`config.mk`:
```
export PLATFORM = sky130hd
export DESIGN_NAME = key_tone_scheduler
export DESIGN_NICKNAME = d
export VERILOG_FILES = /design/src/rtl/key_tone_scheduler.sv
export SDC_FILE = /design/constraint.sdc
export NUM_CORES = 1
export LEC_CHECK = 0
export ABC_CLOCK_PERIOD_IN_PS = 3000
export CAP_MARGIN = 30
export CORE_ASPECT_RATIO = 0.5
export CORE_MARGIN = 2
export CORE_UTILIZATION = 65
export DETAILED_ROUTE_END_ITERATION = 10
export PLACE_DENSITY = 0.81
export SYNTH_ARGS = -nofsm -noshare
export SYNTH_HDL_FRONTEND = slang
export SYNTH_SLANG_ARGS = --single-unit
```
`constraint.sdc`:
```
create_clock -name clk -period 3 [get_ports clk]
set_input_delay 0.45 -clock clk [delete_from_list [all_inputs] [get_ports clk]]
set_output_delay 0.45 -clock clk [all_outputs]
set_load 0.01 [all_outputs]
```
`src/rtl/key_tone_scheduler.sv`:
```
// Eight-key tone scheduler. It synchronizes and debounces the keys, picks the
// note to sound, and hands the note's divider to the tone generator with a
// load/ready handshake.
module key_tone_scheduler #(
  parameter int DEBOUNCE_CYCLES = 1000000,
  parameter int DB_W            = 20
) (
  input  logic        clk,
  input  logic        reset,
  input  logic [7:0]  key,
  input  logic        enable,
  input  logic        tone_ready,
  output logic        load_req,
  output logic [17:0] divider,
  output logic [2:0]  note_idx,
  output logic        tone_valid,
  output logic        active
);

  localparam logic [1:0] IDLE = 2'd0;
  localparam logic [1:0] LOAD = 2'd1;
  localparam logic [1:0] PLAY = 2'd2;
  localparam logic [DB_W-1:0] DB_LAST = DB_W'(DEBOUNCE_CYCLES - 1);

  logic [7:0]      sync1, sync2, db, db_d, press, release_ev;
  logic [DB_W-1:0] cnt [8];
  logic            sel_valid;
  logic [2:0]      sel_idx, press_hi, held_lo;
  logic [1:0]      state, next_state;
  logic            reload, changed;

  function automatic logic [17:0] div_of(input logic [2:0] idx);
    case (idx)
      3'd0:    div_of = 18'd191113;
      3'd1:    div_of = 18'd170262;
      3'd2:    div_of = 18'd151686;
      3'd3:    div_of = 18'd143173;
      3'd4:    div_of = 18'd127551;
      3'd5:    div_of = 18'd113636;
      3'd6:    div_of = 18'd101239;
      default: div_of = 18'd95557;
    endcase
  endfunction

  always_ff @(posedge clk or negedge reset) begin
    if (!reset) begin
      sync1 <= '0;
      sync2 <= '0;
    end else begin
      sync1 <= key;
      sync2 <= sync1;
    end
  end

  // Debounced level flips only after DEBOUNCE_CYCLES consecutive disagreements.
  always_ff @(posedge clk or negedge reset) begin
    if (!reset) begin
      db   <= '0;
      db_d <= '0;
      for (int i = 0; i < 8; i++) cnt[i] <= '0;
    end else begin
      db_d <= db;
      for (int i = 0; i < 8; i++) begin
        if (sync2[i] == db[i]) begin
          cnt[i] <= '0;
        end else if (cnt[i] == DB_LAST) begin
          cnt[i] <= '0;
          db[i]  <= sync2[i];
        end else begin
          cnt[i] <= cnt[i] + 1'b1;
        end
      end
    end
  end

  assign press      = db & ~db_d;
  assign release_ev = db_d & ~db;

  always_comb begin
    press_hi = '0;
    held_lo  = '0;
    for (int i = 0; i < 8; i++) if (press[i]) press_hi = 3'(i);
    for (int i = 7; i >= 0; i--) if (db[i]) held_lo = 3'(i);
  end

  // A press always wins over a release arriving in the same cycle.
  always_ff @(posedge clk or negedge reset) begin
    if (!reset) begin
      sel_valid <= 1'b0;
      sel_idx   <= '0;
    end else if (|press) begin
      sel_valid <= 1'b1;
      sel_idx   <= press_hi;
    end else if (sel_valid && release_ev[sel_idx]) begin
      sel_valid <= |db;
      sel_idx   <= held_lo;
    end
  end

  assign changed = sel_valid && (sel_idx != note_idx);

  always_comb begin
    next_state = state;
    reload     = 1'b0;
    case (state)
      IDLE: if (sel_valid && enable) begin
        next_state = LOAD;
        reload     = 1'b1;
      end
      LOAD: if (tone_ready) begin
        if (changed) begin
          next_state = LOAD;
          reload     = 1'b1;
        end else if (!sel_valid || !enable) begin
          next_state = IDLE;
        end else begin
          next_state = PLAY;
        end
      end
      PLAY: if (!sel_valid || !enable) begin
        next_state = IDLE;
      end else if (changed) begin
        next_state = LOAD;
        reload     = 1'b1;
      end
      default: next_state = IDLE;
    endcase
  end

  always_ff @(posedge clk or negedge reset) begin
    if (!reset) begin
      state      <= IDLE;
      divider    <= '0;
      note_idx   <= '0;
      tone_valid <= 1'b0;
      active     <= 1'b0;
    end else begin
      state      <= next_state;
      tone_valid <= (next_state == PLAY) || ((next_state == LOAD) && tone_valid);
      active     <= |db;
      if (reload) begin
        divider  <= div_of(sel_idx);
        note_idx <= sel_idx;
      end
    end
  end

  assign load_req = (state == LOAD);

endmodule

```
### After elaboration in Yosys (flattened, before gate mapping)

Cells that the tools add are included.

| word-level totals | value |
|---|---|
| bits in registers | 221 |
| output and inout bits | 24 |

| cells by class | value |
|---|---|
| $add $sub $neg | 8 |
| order comparisons | 1 |
| equality and inequality tests | 27 |
| multiplexer cells | 50 |
| bitwise operators | 12 |
| reduce and logical (&&, ||, !) cells | 21 |

Operators by type and width:

| kind | count |
|---|---|
| $mux 20 | 16 |
| $add 20x1->20 const B | 8 |
| $eq 20x20->1 const B | 8 |
| $pmux 18 s7 | 1 |
| $mux 3 | 16 |
| $and 8x8->8 | 2 |
| $not 8->8 | 2 |
| $reduce_and 2->1 | 8 |
| $reduce_or 8->1 | 2 |
| $mux 2 | 6 |
| $eq 3x3->1 const B | 3 |
| $eq 1x1->1 | 8 |
| $mux 1 | 8 |
| $not 1->1 | 8 |
| $eq 3x2->1 const B | 2 |
| $pmux 2 s3 | 1 |
| $eq 2x1->1 const B | 2 |
| $eq 2x2->1 const B | 2 |
| $logic_and 1x1->1 | 4 |
| $lt 3x4->1 const B | 1 |
| $bmux 1 s3 | 1 |
| $eq 3x1->1 const B | 1 |
| $logic_not 3->1 | 1 |
| $ne 3x3->1 | 1 |
| 5 further kinds | 7 |

### Longest topological paths before layout

| logic depth | value |
|---|---|
| word-level depth | 10 |
| mapped depth | 7 |
| mapped depth without buffers | 6 |

### Least setup slack after synthesis

No wires, ideal clock.

| timing | value |
|---|---|
| path kind | register to register |
| start point | register sel_idx[0] |
| end point | register divider[16] |
| library setup time | 128 ps |
| arrival | 1,573 ps |
| data required time | 2,872 ps |
| setup slack | 1,299 ps |
| stages on the path, launching flop included | 8 |
| path buffers | 2 |
| period minus slack after synthesis | 1,701 ps |
| cells stage by stage | dfrtp_1 -> buf_4 -> xnor2_1 -> nand3_1 -> nor2_1 -> o31ai_2 -> buf_4 -> mux2_1 |

| between the ends | value |
|---|---|
| word-level cells in the longest chain between the ends | 5 |
| elaborated cells on any way between the ends | 14 |
| classes of those cells | 7 x eq/ne; 5 x mux; 2 x reduce/logical |

RTL lines:

| item | line | RTL |
|---|---|---|
| start, declared | 28 | `logic [2:0] sel_idx, press_hi, held_lo;` |
| start signal, assigned | 93 | `sel_idx <= press_hi;` |
| start signal, assigned | 96 | `sel_idx <= held_lo;` |
| $ne 3x3->1 | 100 | `assign changed = sel_valid && (sel_idx != note_idx);` |
| $logic_and 1x1->1 | 100 |  |
| $mux 1 | 111, 122 |  |
| $mux 1 (on tied branches) | 120, 110 |  |
| $pmux 1 s3 | 105 | `case (state)` |
| end signal, assigned | 142 | `divider <= div_of(sel_idx);` |
| end, declared | 14 | `output logic [17:0] divider,` |

Parallel ways exist; a longest one is shown, timed or not.
A chain may end at the register's enable or synchronous reset.

### Final worst setup path

| timing | value |
|---|---|
| start point | register cnt[111] (netlist bit) |
| end point | register cnt[110] (netlist bit) |

| between the ends | value |
|---|---|
| word-level cells in the longest chain between the ends | 3 |

RTL lines:

| item | line | RTL |
|---|---|---|
| start, declared | 26 | `logic [DB_W-1:0] cnt [8];` |
| start signal, assigned by index | 70 | `cnt[i] <= cnt[i] + 1'b1;` |
| $eq 20x20->1 | 66 | `end else if (cnt[i] == DB_LAST) begin` |
| $mux 20 | 66 |  |
| $mux 20 | 64 | `if (sync2[i] == db[i]) begin` |

No other way between the ends.

==> results_tabular.tex <==
\begin{tabular}{lr}
\hline
Metric & Value \\
\hline
\multicolumn{2}{l}{\textbf{Timing}} \\
\quad Slew HR & 0.488 \\
\quad Worst hold slack & -37.7 ps \\
\quad Final Slew Violations & 0 \\
\quad Worst path setup slack after routing & 754 ps \\
\quad Total setup violations reported at the end of the flow & 0 \\
\quad Period Utilization, post-route & 0.749 \\
\quad Transition time at the pin with the least slew margin & 768 ps \\
\quad Final Hold Viols & 22 \\
\quad Final worst clock skew & 21.1 ps \\
\quad Setup repair after global routing missed its margin & false \\
\quad Max Fclk & 445 MHz \\
\quad Total Neg Setup Slack & 0 ps \\
\quad Time the worst path needs with I/O delays and setup & 2250 ps \\
\multicolumn{2}{l}{\textbf{GRT}} \\
\quad First-pass GRT wire length & 32.7 mm \\
\quad GR Overflow Total & 0 \\
\quad Via count of the first global-routing pass & 7005 \\
\quad Global routing usage summed across all routing layers & 0.233 \\
\quad Number of antenna violations at the first check in global routing & 0 \\
\quad Maximum number of pins on one net before global-route repair & 92 \\
\multicolumn{2}{l}{\textbf{Clocking}} \\
\quad CTS tree & done \\
\quad Clock Pin Slew Worst Setup and Hold Paths & 70 ps \\
\quad CTS hold repair buffers & 0 \\
\quad Cell chosen for the clock root & clkbuf\_16 \\
\quad CTS Buf Count & 19 \\
\quad Number of buffers inserted to repair setup after CTS & 0 \\
\quad Clk buf depth & 3 \\
\quad Number of instances resized during post-cts repair & 0 \\
\quad Source-to-sink clock delay at the later pin of the worst-skew pair & 500 ps \\
\quad Sinks on Clock Net & 221 \\
\quad H-tree level count & 1 \\
\multicolumn{2}{l}{\textbf{Synthesis}} \\
\quad Mux contribution to synthesized area & 0.0282 \\
\quad Per-instance average area after synthesis & 10.4 sq um \\
\quad XOR/XNOR Fraction of Synth Area & 0.131 \\
\quad Adder and majority gate portion of the synthesized area & 0.00968 \\
\quad Synth unique cells & 60 \\
\quad Ranking of synthesized cells by area & dfrtp\_1 (54\%), xor2\_1 (8.5\%), nor2\_1 (7.2\%), xnor2\_1 (4.7\%), nand3\_1 (3.5\%) \\
\quad Cell accounting for the most synthesized area & dfrtp\_1 \\
\quad Post-synth top area share & 0.535 \\
\quad Mapped Area & 10300 sq um \\
\quad Dominant combinational cell family by area after synthesis & simple AND/OR/NAND/NOR gates \\
\quad Area fraction in compound gates after synthesis & 0.0278 \\
\quad Number of register bits inferred by synthesis & 221 \\
\quad Most used DFF post-synth & dfrtp\_1 \\
\quad Net count after synthesis & 1017 \\
\quad Yosys warning total & 0 \\
\quad Sequential fraction of the synthesis area & 0.535 \\
\quad Synth async-reset ratio & 1.00 \\
\quad Post-synthesis instance total & 997 \\
\quad EDFF count, synth & 0 \\
\quad Simple-gate share of the synthesized area & 0.244 \\
\multicolumn{2}{l}{\textbf{Critical path}} \\
\quad Sequence of cells on the critical path & nor4b\_1 -> nand2\_1 -> nor4\_1 -> nand2b\_1 -> nor2\_1 \\
\quad CP endpoint kind & flop \\
\quad Worst r2r path cells & 5 \\
\quad Classification of the worst setup path & flop to flop \\
\quad RR Endpoint & cnt[110]\$\_DFF\_PN0\_ \\
\quad CP max-delay cell & nand2b\_1 \\
\quad Worst Path Buf+Inv & 0 \\
\quad Required time at the endpoint of the critical path & 3330 ps \\
\quad Slowest Stage Delay on Critical Path & 670 ps \\
\quad Startpoint Class & flop \\
\quad Reg-to-reg startpoint & cnt[111]\$\_DFF\_PN0\_ \\
\quad Top delay family on crit path & simple AND/OR/NAND/NOR gates \\
\quad Maximum fanout encountered on the critical timing path & 20 \\
\quad Register-to-register setup slack & 750 ps \\
\quad Data arrival time at the worst-slack endpoint & 2580 ps \\
\multicolumn{2}{l}{\textbf{Power}} \\
\quad Power per standard cell area & 491 nW/um\^{}2 \\
\quad Worst ir drop on vdd & 335 uV \\
\quad Tot Pwr & 5.63 mW \\
\quad Reported leakage power & 5.09 nW \\
\multicolumn{2}{l}{\textbf{Die}} \\
\quad Io pins & 36 \\
\quad Height of the die & 93.2 microns \\
\quad Placement row count & 32 \\
\quad Core Area & 15500 sq um \\
\quad Die Area & 17000 sq um \\
\quad DIE WIDTH & 182 microns \\
\quad Starting utilization of the core area & 0.667 \\
\multicolumn{2}{l}{\textbf{Place}} \\
\quad Placed cells & 1216 \\
\quad Input/output buffers & 35 \\
\quad Area of placed instances & 10900 sq um \\
\quad Placed wire-length estimate & 12.5 mm \\
\quad Pre-CTS setup slack & 735 ps \\
\quad Final weighted congestion of routability-driven global placement & 0.842 \\
\multicolumn{2}{l}{\textbf{Final layout}} \\
\quad Non-filler cells, final & 1250 \\
\quad Multi-input gate area & 4570 sq um \\
\quad Number of diodes added for antenna fixing & 0 \\
\quad Share of layout cells above drive strength 1 & 0.0660 \\
\quad Filler Cells Inserted & 1046 \\
\quad Final instance area & 11500 sq um \\
\quad Count of nets after finishing & 1053 \\
\quad Synthesis-to-layout area growth & 10.9\% \\
\quad Flip-flop and latch area & 5530 sq um \\
\quad Final core utilization & 0.740 \\
\multicolumn{2}{l}{\textbf{Flow run}} \\
\quad Max capacitance violation total & 0 \\
\multicolumn{2}{l}{\textbf{Status}} \\
\quad Outcome & complete, but fails checks \\
\quad Violated checks & hold timing \\
\multicolumn{2}{l}{\textbf{Detailed routing}} \\
\quad Post-detailed-route DRC marker count & 0 \\
\quad ANT nets after route & 0 \\
\quad Sum of routed wire length over all layers & 18.7 mm \\
\quad Via density per instance & 5.66 \\
\quad Via count & 7073 \\
\quad Post-detailed-route wirelength per cell & 14.9 microns \\
\quad Number of design-rule violations left by the first detailed-router iteration & 452 \\
\quad First-pass detailed-route iteration total & 5 \\
\multicolumn{2}{l}{\textbf{Hold path}} \\
\quad Path type of the worst min-delay path & input pin to async pin \\
\hline
\end{tabular}
placed cells by master, fill, tap and decap left out, types with 6 or more instances in the layout:
cell type,synthesis,routed
nor2b_1,9,9
a21oi_1,6,6
or2_1,8,8
nor4_2,6,6
xor2_1,100,100
clkdlybuf4s50_1,0,34
dfrtp_1,221,221
xnor2_1,55,55
nand3_1,73,73
inv_1,23,23
clkbuf_16,0,19
nand2_1,70,70
mux2_1,19,19
o21ai_0,8,8
and3_1,20,20
clkbuf_8,0,6
ha_1,8,8
nand3b_1,6,6
nor3_1,16,16
mux2_2,6,6
nor4_1,20,20
and4_1,11,11
nand2b_1,12,12
nor2_1,197,197
nand4_1,26,26
metal layers:
metal	up-vias	routed length, microns	track usage
li1	3440	-	-
met1	3511	8890	0.326
met3	27	615	0.0378
met2	95	8850	0.390
met4	0	297	0.0511
met5	-	0	0
where the power goes:
group	internal [mW]	total (mW)	switching (mW)	leakage, nW
registers	3.01	3.05	0.0393	3.03
logic	0.0501	0.167	0.117	1.76
clock network	1.32	2.41	1.09	0.304
layout make-up:
| class | count | share of cell area |
|---|---|---|
| Clock buffer | 27 | 0.0493 |
| Clock inverter | 7 | 0.00393 |
| Inverter | 23 | 0.00753 |
| Multi-Input combinational cell | 728 | 0.398 |
| Sequential cell | 221 | 0.482 |
| Tap cell | 204 | 0.0223 |
| Timing Repair Buffer | 40 | 0.0364 |
logic make-up (layout without fill, tap and decap cells):
kind of cell / after synthesis / after routing
adders and majority gates: 8 / 8
muxes: 26 / 26
and+or+nand+nor: 501 / 501
DFF: 221 / 221
AOI/OAI and AO/OA: 38 / 38
xor gates and xnor gates: 155 / 155
buffers and inverters: 48 / 97
state kept, by name, indices dropped and copies added (netlist names):
register    flops
active          1
cnt           160
db              8
db_d            8
divider        18
note_idx        3
sel_idx         3
sel_valid       1
state           2
sync1           8
sync2           8
tone_valid      1
how the worst max path moves through the flow:
stage	startpoint	to	slack [ps]	depth (start not counted)
2_1_floorplan	sel_idx[0]$_DFFE_PN0P_	divider[16]$_DFFE_PN0P_	1300	7
3_3_place_gp	cnt[100]$_DFF_PN0_	cnt[118]$_DFF_PN0_	800	5
3_5_place_dp	cnt[111]$_DFF_PN0_	cnt[105]$_DFF_PN0_	740	5
4_1_cts	cnt[111]$_DFF_PN0_	cnt[105]$_DFF_PN0_	740	5
5_1_grt	cnt[100]$_DFF_PN0_	cnt[108]$_DFF_PN0_	490	5
6_report	cnt[111]$_DFF_PN0_	cnt[110]$_DFF_PN0_	750	5
worst reg2reg max path, delay by kind of cell, from the launching register on:
kind	cells	cell delay (ps)
simple gates	5	1680
flops	1	420
cell usage after synthesis (3+ instances only):
cell      instances
buf_2            10
nor4_1           20
buf_4             9
nor2b_1           9
and3_1           20
or2_2             4
nor4bb_1          4
o21ai_0           8
nand3b_1          6
nor4b_1           4
mux2_1           19
buf_6             3
nor2_1          197
o211a_1           3
dfrtp_1         221
mux2_2            6
clkbuf_1          3
nand4_1          26
or2_1             8
nand2_1          70
nand2b_1         12
xor2_1          100
ha_1              8
xnor2_1          55
inv_1            23
nand3_1          73
and4_1           11
nor3_1           16
nor4_2            6
a21oi_1           6
No activity file was read; power rests on OpenSTA's default activity.
